--- src/rtl/uart_rx_sampler_if.sv ---
// uart_rx_sampler_if: serial line, control and sample outputs shared by the RX FSM, sampler and deserializer.
interface uart_rx_sampler_if #(parameter int PRESCALE_W = 6);
    logic                  RX_IN;
    logic [PRESCALE_W-1:0] Prescale;
    logic                  enable;
    logic                  rx_sync;
    logic [PRESCALE_W-1:0] edge_cnt;
    logic [3:0]            bit_count;
    logic                  Sampled_Bit;
    logic                  sample_valid;
    logic                  start_glitch;
    modport master (
        output RX_IN, Prescale, enable,
        input  rx_sync, edge_cnt, bit_count, Sampled_Bit, sample_valid, start_glitch
    );
    modport slave (
        input  RX_IN, Prescale, enable,
        output rx_sync, edge_cnt, bit_count, Sampled_Bit, sample_valid, start_glitch
    );
endinterface

--- src/rtl/uart_rx_sampler.sv ---
// uart_rx_sampler: synchronises RX_IN, times bits at Prescale clocks per bit and emits one sample per bit.
// Define SAMPLER_MAJORITY_EN for a three-sample majority vote; otherwise a single mid-bit sample is used.
module uart_rx_sampler #(
    parameter int PRESCALE_W = 6,
    parameter int FRAME_BITS = 11
) (
    input logic              CLK,
    input logic              RST,
    uart_rx_sampler_if.slave bus
);
    localparam logic [PRESCALE_W-1:0] min_ps   = PRESCALE_W'(8);
    localparam logic [PRESCALE_W-1:0] one      = PRESCALE_W'(1);
    localparam logic [3:0]            last_bit = 4'(FRAME_BITS - 1);
    logic                  rx_meta, bit_end, fire, upd, vote, glitch_bit;
    logic [PRESCALE_W-1:0] eff_ps, half;
    // The all-ones wrap keeps the counter alive if Prescale shrinks mid-frame.
    always_comb begin
        eff_ps  = (bus.Prescale < min_ps || bus.Prescale[0]) ? min_ps : bus.Prescale;
        half    = eff_ps >> 1;
        bit_end = bus.edge_cnt == eff_ps - one || &bus.edge_cnt;
        fire    = bus.enable && bus.edge_cnt == half + one;
    end
    always_ff @(posedge CLK or negedge RST)
        if (!RST) {bus.rx_sync, rx_meta} <= 2'b11;
        else {bus.rx_sync, rx_meta} <= {rx_meta, bus.RX_IN};
    always_ff @(posedge CLK or negedge RST)
        if (!RST) begin
            bus.edge_cnt  <= '0;
            bus.bit_count <= '0;
        end else if (!bus.enable) begin
            bus.edge_cnt  <= '0;
            bus.bit_count <= '0;
        end else if (bit_end) begin
            bus.edge_cnt  <= '0;
            bus.bit_count <= bus.bit_count >= last_bit ? 4'd0 : bus.bit_count + 4'd1;
        end else begin
            bus.edge_cnt <= bus.edge_cnt + one;
        end
`ifdef SAMPLER_MAJORITY_EN
    logic s0, s1;
    // The third sample feeds the vote directly so the pulse lands at half+2.
    always_comb begin
        vote       = (s0 & s1) | (s0 & bus.rx_sync) | (s1 & bus.rx_sync);
        upd        = fire;
        glitch_bit = vote;
    end
    always_ff @(posedge CLK or negedge RST)
        if (!RST) begin
            s0 <= 1'b1;
            s1 <= 1'b1;
        end else begin
            if (bus.edge_cnt == half - one) s0 <= bus.rx_sync;
            if (bus.edge_cnt == half) s1 <= bus.rx_sync;
        end
`else
    always_comb begin
        vote       = bus.rx_sync;
        upd        = bus.enable && bus.edge_cnt == half;
        glitch_bit = bus.Sampled_Bit;
    end
`endif
    always_ff @(posedge CLK or negedge RST)
        if (!RST) begin
            bus.Sampled_Bit  <= 1'b1;
            bus.sample_valid <= 1'b0;
            bus.start_glitch <= 1'b0;
        end else begin
            bus.sample_valid <= fire;
            bus.start_glitch <= fire && bus.bit_count == 4'd0 && glitch_bit;
            if (upd) bus.Sampled_Bit <= vote;
        end
endmodule

--- src/flat_wrapper.sv ---
// flat-port wrapper written by rule: the top's interface ports become plain ports
module uart_rx_sampler_flat 
#(
    parameter int PRESCALE_W = 6,
    parameter int FRAME_BITS = 11
)
  (CLK, RST, bus_RX_IN, bus_Prescale, bus_enable, bus_rx_sync, bus_edge_cnt, bus_bit_count, bus_Sampled_Bit, bus_sample_valid, bus_start_glitch);
  uart_rx_sampler_if #(.PRESCALE_W(PRESCALE_W)) bus_i ();
  input logic CLK;
  input logic RST;
  input wire logic [$bits(bus_i.RX_IN)-1:0] bus_RX_IN;
  input wire logic [$bits(bus_i.Prescale)-1:0] bus_Prescale;
  input wire logic [$bits(bus_i.enable)-1:0] bus_enable;
  output wire logic [$bits(bus_i.rx_sync)-1:0] bus_rx_sync;
  output wire logic [$bits(bus_i.edge_cnt)-1:0] bus_edge_cnt;
  output wire logic [$bits(bus_i.bit_count)-1:0] bus_bit_count;
  output wire logic [$bits(bus_i.Sampled_Bit)-1:0] bus_Sampled_Bit;
  output wire logic [$bits(bus_i.sample_valid)-1:0] bus_sample_valid;
  output wire logic [$bits(bus_i.start_glitch)-1:0] bus_start_glitch;
  assign bus_i.RX_IN = bus_RX_IN;
  assign bus_i.Prescale = bus_Prescale;
  assign bus_i.enable = bus_enable;
  assign bus_rx_sync = bus_i.rx_sync;
  assign bus_edge_cnt = bus_i.edge_cnt;
  assign bus_bit_count = bus_i.bit_count;
  assign bus_Sampled_Bit = bus_i.Sampled_Bit;
  assign bus_sample_valid = bus_i.sample_valid;
  assign bus_start_glitch = bus_i.start_glitch;
  uart_rx_sampler #(.PRESCALE_W(PRESCALE_W), .FRAME_BITS(FRAME_BITS)) u_core (.CLK(CLK), .RST(RST), .bus(bus_i));
endmodule
--- config.mk ---
export PLATFORM = sky130hd
export DESIGN_NAME = uart_rx_sampler_flat
export DESIGN_NICKNAME = d
export VERILOG_FILES = /design/src/rtl/uart_rx_sampler_if.sv /design/src/rtl/uart_rx_sampler.sv /design/src/flat_wrapper.sv
export SDC_FILE = /design/constraint.sdc
export NUM_CORES = 1
export LEC_CHECK = 0
export BUFFER_PORTS_ARGS = -buffer_cell sky130_fd_sc_hd__buf_2
export CAP_MARGIN = 10
export CELL_PAD_IN_SITES_DETAIL_PLACEMENT = 0
export CELL_PAD_IN_SITES_GLOBAL_PLACEMENT = 1
export CORE_MARGIN = 1.5
export CORE_UTILIZATION = 32
export CTS_CLUSTER_DIAMETER = 40
export CTS_CLUSTER_SIZE = 20
export DETAILED_ROUTE_END_ITERATION = 6
export PLACE_DENSITY_LB_ADDON = 0.1
export SYNTH_ARGS = -nofsm -noshare
export SYNTH_HDL_FRONTEND = slang
export SYNTH_SLANG_ARGS = --single-unit
export TNS_END_PERCENT = 100
--- constraint.sdc ---
create_clock -name CLK -period 3.95 [get_ports CLK]
set_input_delay 0.395 -clock CLK [delete_from_list [all_inputs] [get_ports CLK]]
set_output_delay 0.395 -clock CLK [all_outputs]
set_load 0.02 [all_outputs]
== Word-level counts from Yosys, hierarchy flattened ==
Index checks and enable logic that the tools add are counted.
Widths: inputs -> output; s select.

* Register bits: 15
* Output and inout bits: 14
* Logic and storage cells: 31

* Add/subtract/negate cells: 4
* $lt $le $gt $ge: 2
* Equality and inequality tests: 4
* Mux-type cells: 6
* Reductions and logical operators: 8

{| class="wikitable"
|+ Operators with widths
! cell !! number
|-
| $mux 6 || 3
|-
| $eq 6x6->1 || 2
|-
| $mux 4 || 3
|-
| $add 5x1->6 const B || 1
|-
| $add 6x1->6 const B || 1
|-
| $eq 6x5->1 || 1
|-
| $lt 6x4->1 const B || 1
|-
| $reduce_and 6->1 || 1
|-
| $sub 6x1->6 const B || 1
|-
| $add 4x1->4 const B || 1
|-
| $ge 4x4->1 const B || 1
|-
| $logic_and 1x1->1 || 4
|-
| $logic_not 4->1 || 1
|-
| $logic_or 1x1->1 || 2
|-
| $ne 2x1->1 const B || 1
|}

== Depth between registers and ports, before layout ==
* Depth in word-level cells: 8
* Depth in mapped cells: 11

== Least setup slack after synthesis ==
Ideal clock, no wire load.

* Path kind: input port to flip-flop
* Start: input bus_Prescale[3]
* End: register u_core.bus.bit_count[0]
* Arrival: 2198 ps
* Setup slack: 1673 ps
* Cell stages on the path: 11
* Cell sequence: buf_6 -> or3_4 -> and3_1 -> inv_1 -> ha_1 -> xor2_1 -> nand2_1 -> nor3_1 -> a21o_1 -> buf_6 -> mux2i_1

* Word-level cells in the longest chain between the ends: 7

{| class="wikitable"
|+ RTL lines
! element !! RTL line !! source
|-
| from (decl) || flat_wrapper.sv:12 || <nowiki>input wire logic [$bits(bus_i.Prescale)-1:0] bus_Prescale;</nowiki>
|-
| $lt 6x4->1 || uart_rx_sampler.sv:18 || <nowiki>eff_ps = (bus.Prescale < min_ps || bus.Prescale[0]) ? min_ps : bus.Prescale;</nowiki>
|-
| $logic_or 1x1->1 || uart_rx_sampler.sv:18 ||
|-
| $mux 6 (*) || uart_rx_sampler.sv:18 ||
|-
| $sub 6x1->6 (*) || uart_rx_sampler.sv:20 || <nowiki>bit_end = bus.edge_cnt == eff_ps - one || &bus.edge_cnt;</nowiki>
|-
| $eq 6x6->1 (*) || uart_rx_sampler.sv:20 ||
|-
| $logic_or 1x1->1 (*) || uart_rx_sampler.sv:20 ||
|-
| $ne 2x1->1 (no line) (*) || n/a ||
|-
| to (signal assigned) || uart_rx_sampler.sv:35 || <nowiki>bus.bit_count <= bus.bit_count >= last_bit ? 4'd0 : bus.bit_count + 4'd1;</nowiki>
|-
| to (decl) || uart_rx_sampler_if.sv:18 || <nowiki>output rx_sync, edge_cnt, bit_count, Sampled_Bit, sample_valid, start_glitch</nowiki>
|}

Mark *: on every way between the ends. The rest lies on a longest branch, timed or not.
A chain may end at the register's enable or synchronous reset.

== Final worst setup path ==
* Start: input bus_Prescale[4]
* End: register u_core.bus.bit_count[0]

Same word-level chain as after synthesis.

==> metrics.cfg <==
[floorplanning]
num_rows=21
top_level_ports=24
initial_core_util=0.344
die-area_um2=4040
die_w_um=63.6
floorplan.core_area_um2=3420
dieHeight_um=63.6

[sta]
maxClockFrequency_mhz=426
timing.clock.skew_ns=0.00296
timing_max_transition_violations_final=0
total_negative_slack_for_setup_checks_ns=0
post-route-min-period_ns=2.35
layout_worst_path_cycle_share=0.594
grt_setup_unrepaired=no
setup_violations=0
timing.final.hold_violations=0

[worst_setup_path]
r2r_slack_ns=2.06
cp_data_required_time_ns=4.16
cp_cell_sequence=buf_2, or3_4, and3_1, inv_1, ha_1, xor2_1, nand2_1, nor3_1, a21o_1, mux2i_1
timing.critical_path.buf_inv=2
critical_path.slowest_cell=or3_4
timing.critical_path.slowest_cell_delay_ns=0.41
worstPathArrival_ns=2.56
endpoint_kind=flip-flop
crit_family=simple AND/OR/NAND/NOR gates
crit_path_max_fanout=11
worst-setup-path-type=primary input to flip-flop
critical_path.startpoint_type=primary input

[clock_tree]
clk_pin_slew_ns=0.09
clock_sink_total=15
cts_max_path_buffers=2
worstSkewPairLatency_ns=0.28
cts_buffers=3
post-cts-setup-buffer-count=0
hold_fix_buffer_count_after_cts=0
cts.root.buffer_cell=clkbuf_4
cts_tree=built
cts-htree-levels=1
cts.repair.resized=0

[route]
detail_route.wirelength.met1_um=1270
detail-route-antenna-nets=0
routed-wl-met2_um=1120
routed_wl_um=2520
drt_pre_antenna_iters=4
drt_drc_violations_left=0
drt_iter0_markers=20
top_signal_layer_used=met4
route.vias.total=987
post_drt_wl_per_cell_um=12.5
dr_wl_met3_um=122
vias_per_cell=4.91

[synthesis]
synth_sequential_area_ratio=0.323
synth-main-ff-cell=dfrtp_1
post_synth_main_area_contributors=dfrtp_1 26%, xnor2_1 9.0%, dfstp_2 6.7%
synth-edff-count=0
synth_async_sr_flop_share=1.00
netlist_instances=134
synthesis.area_um2=1170
post_synthesis_net_count=150
synth_top_area_share=0.256
post_synth_num_cell_types=44
synth.ff_latch_count=15
synth_top_area_cell=dfrtp_1
synth.yosys.warnings=0
syn_avg_cell_area_um2=8.76

[power_and_ir_drop]
static_leakage_uw=0.000616
power.density_cell_area_nw_per_um2=312
total_power_uw=418
ir_worst_vdd_v=0.000186

[grt]
grt_remaining_overflow=0
grt_pass1_vias=932
grt.total_usage=0.137
grt_antenna_before_repair=0
global_route_wire_length_before_repair_um=4410
pin_count_of_the_biggest_net_entering_global_routing=16

[layout]
n_antenna_cell=0
area_of_all_placed_cells_without_fillers_um2=1340
fillers=372
area_growth_pct=14.3
post_route_cells_drive_above_1_share=0.226
layout.cells.most_common=buf_2
final_cell_mix=23 x buf_2, 14 x nor2_1, 12 x xnor2_1, 12 x dfrtp_1
multi_input_gate_area_in_the_final_layout_um2=726
regArea_um2=379
num-nets-final=172

[placed_design]
gp_routability_congestion=0.766
io_buffer_count=23
detailed_place.area_um2=1300
dp_hpwl_um=2050

[min_path]
hp-class=primary input to flip-flop

[flow_run]
cap_viol_max_count=0

[outcome]
status=complete, no violations

layout make-up:
class,count,share of cell area
multi-input combinational,105,0.541
sequential,15,0.283
timing repair buffer,24,0.0933
tap,46,0.0429
inverter,7,0.0196
clock buffer,3,0.0168
clock inverter,1,0.00373
synth_stat cells, drive strengths merged (2+ instances only):
master,instances
dfrtp,12
xor2,7
o22ai,2
nor3,6
nand4b,2
nor2b,4
nand3,7
and3,3
nor4,2
a21oi,3
nand2,7
dfstp,3
or3,2
clkbuf,3
buf,4
nand2b,3
xnor2,12
nor2,14
o21ai,4
ha,6
inv,7
mux2i,2
and2,3
metrics by stage:
step,utilization,hold WS (ns),setup slack (ns),instances
after floorplan,-,0.0994,1.67,134
after global placement,0.382,0.307,1.39,196
after detailed placement,0.382,0.312,1.30,196
after CTS,0.390,0.000570,1.59,200
after global routing,0.393,0.174,1.47,201
final,0.393,0.198,1.60,201
report_power, final:
| part | total [µW] | switching, µW | internal [µW] | leakage (µW) |
|---|---|---|---|---|
| Combinational | 135 | 79.7 | 55.5 | 0.000405 |
| Sequential | 197 | 23.5 | 173 | 0.000194 |
| Clock | 86.8 | 49.1 | 37.6 | 0.0000177 |
registers in the layout (all words and copies together), names as in the netlist:
register	flops
u_core.bus.start_glitch	1
u_core.bus.edge_cnt	6
u_core.bus.Sampled_Bit	1
u_core.bus.bit_count	4
u_core.bus.rx_sync	1
u_core.rx_meta	1
u_core.bus.sample_valid	1
final timing paths:
check	start	cells past startpoint	end
max	bus_Prescale[4]	10	u_core.bus.bit_count[0]$_DFFE_PN0P_
min	bus_RX_IN	1	u_core.rx_meta$_DFF_PN1_
max reg2reg	u_core.bus.edge_cnt[1]$_DFF_PN0_	6	u_core.bus.bit_count[2]$_DFFE_PN0P_
min reg2reg	u_core.rx_meta$_DFF_PN1_	0	u_core.bus.rx_sync$_DFF_PN1_
max in group asynchronous	RST	2	u_core.bus.Sampled_Bit$_DFFE_PN1P_
min in group asynchronous	RST	2	u_core.bus.start_glitch$_DFF_PN0_
kinds of logic after synthesis:
kind of cell               synth area share
adders and majority gates            0.0640
and+or+nand+nor                       0.264
buffers and inverters                0.0586
DFF                                   0.323
xor gates and xnor gates              0.142
other                               0.00320
AOI/OAI and AO/OA                     0.118
muxes                                0.0267
routing by layer:
| layer | vias to the layer above | global-route usage |
|---|---|---|
| met5 | - | 0 |
| met4 | 0 | 0.0163 |
| met3 | 2 | 0.0393 |
| met2 | 21 | 0.213 |
| met1 | 461 | 0.193 |
| li1 | 503 | - |
(Power assumes the default switching activity.)
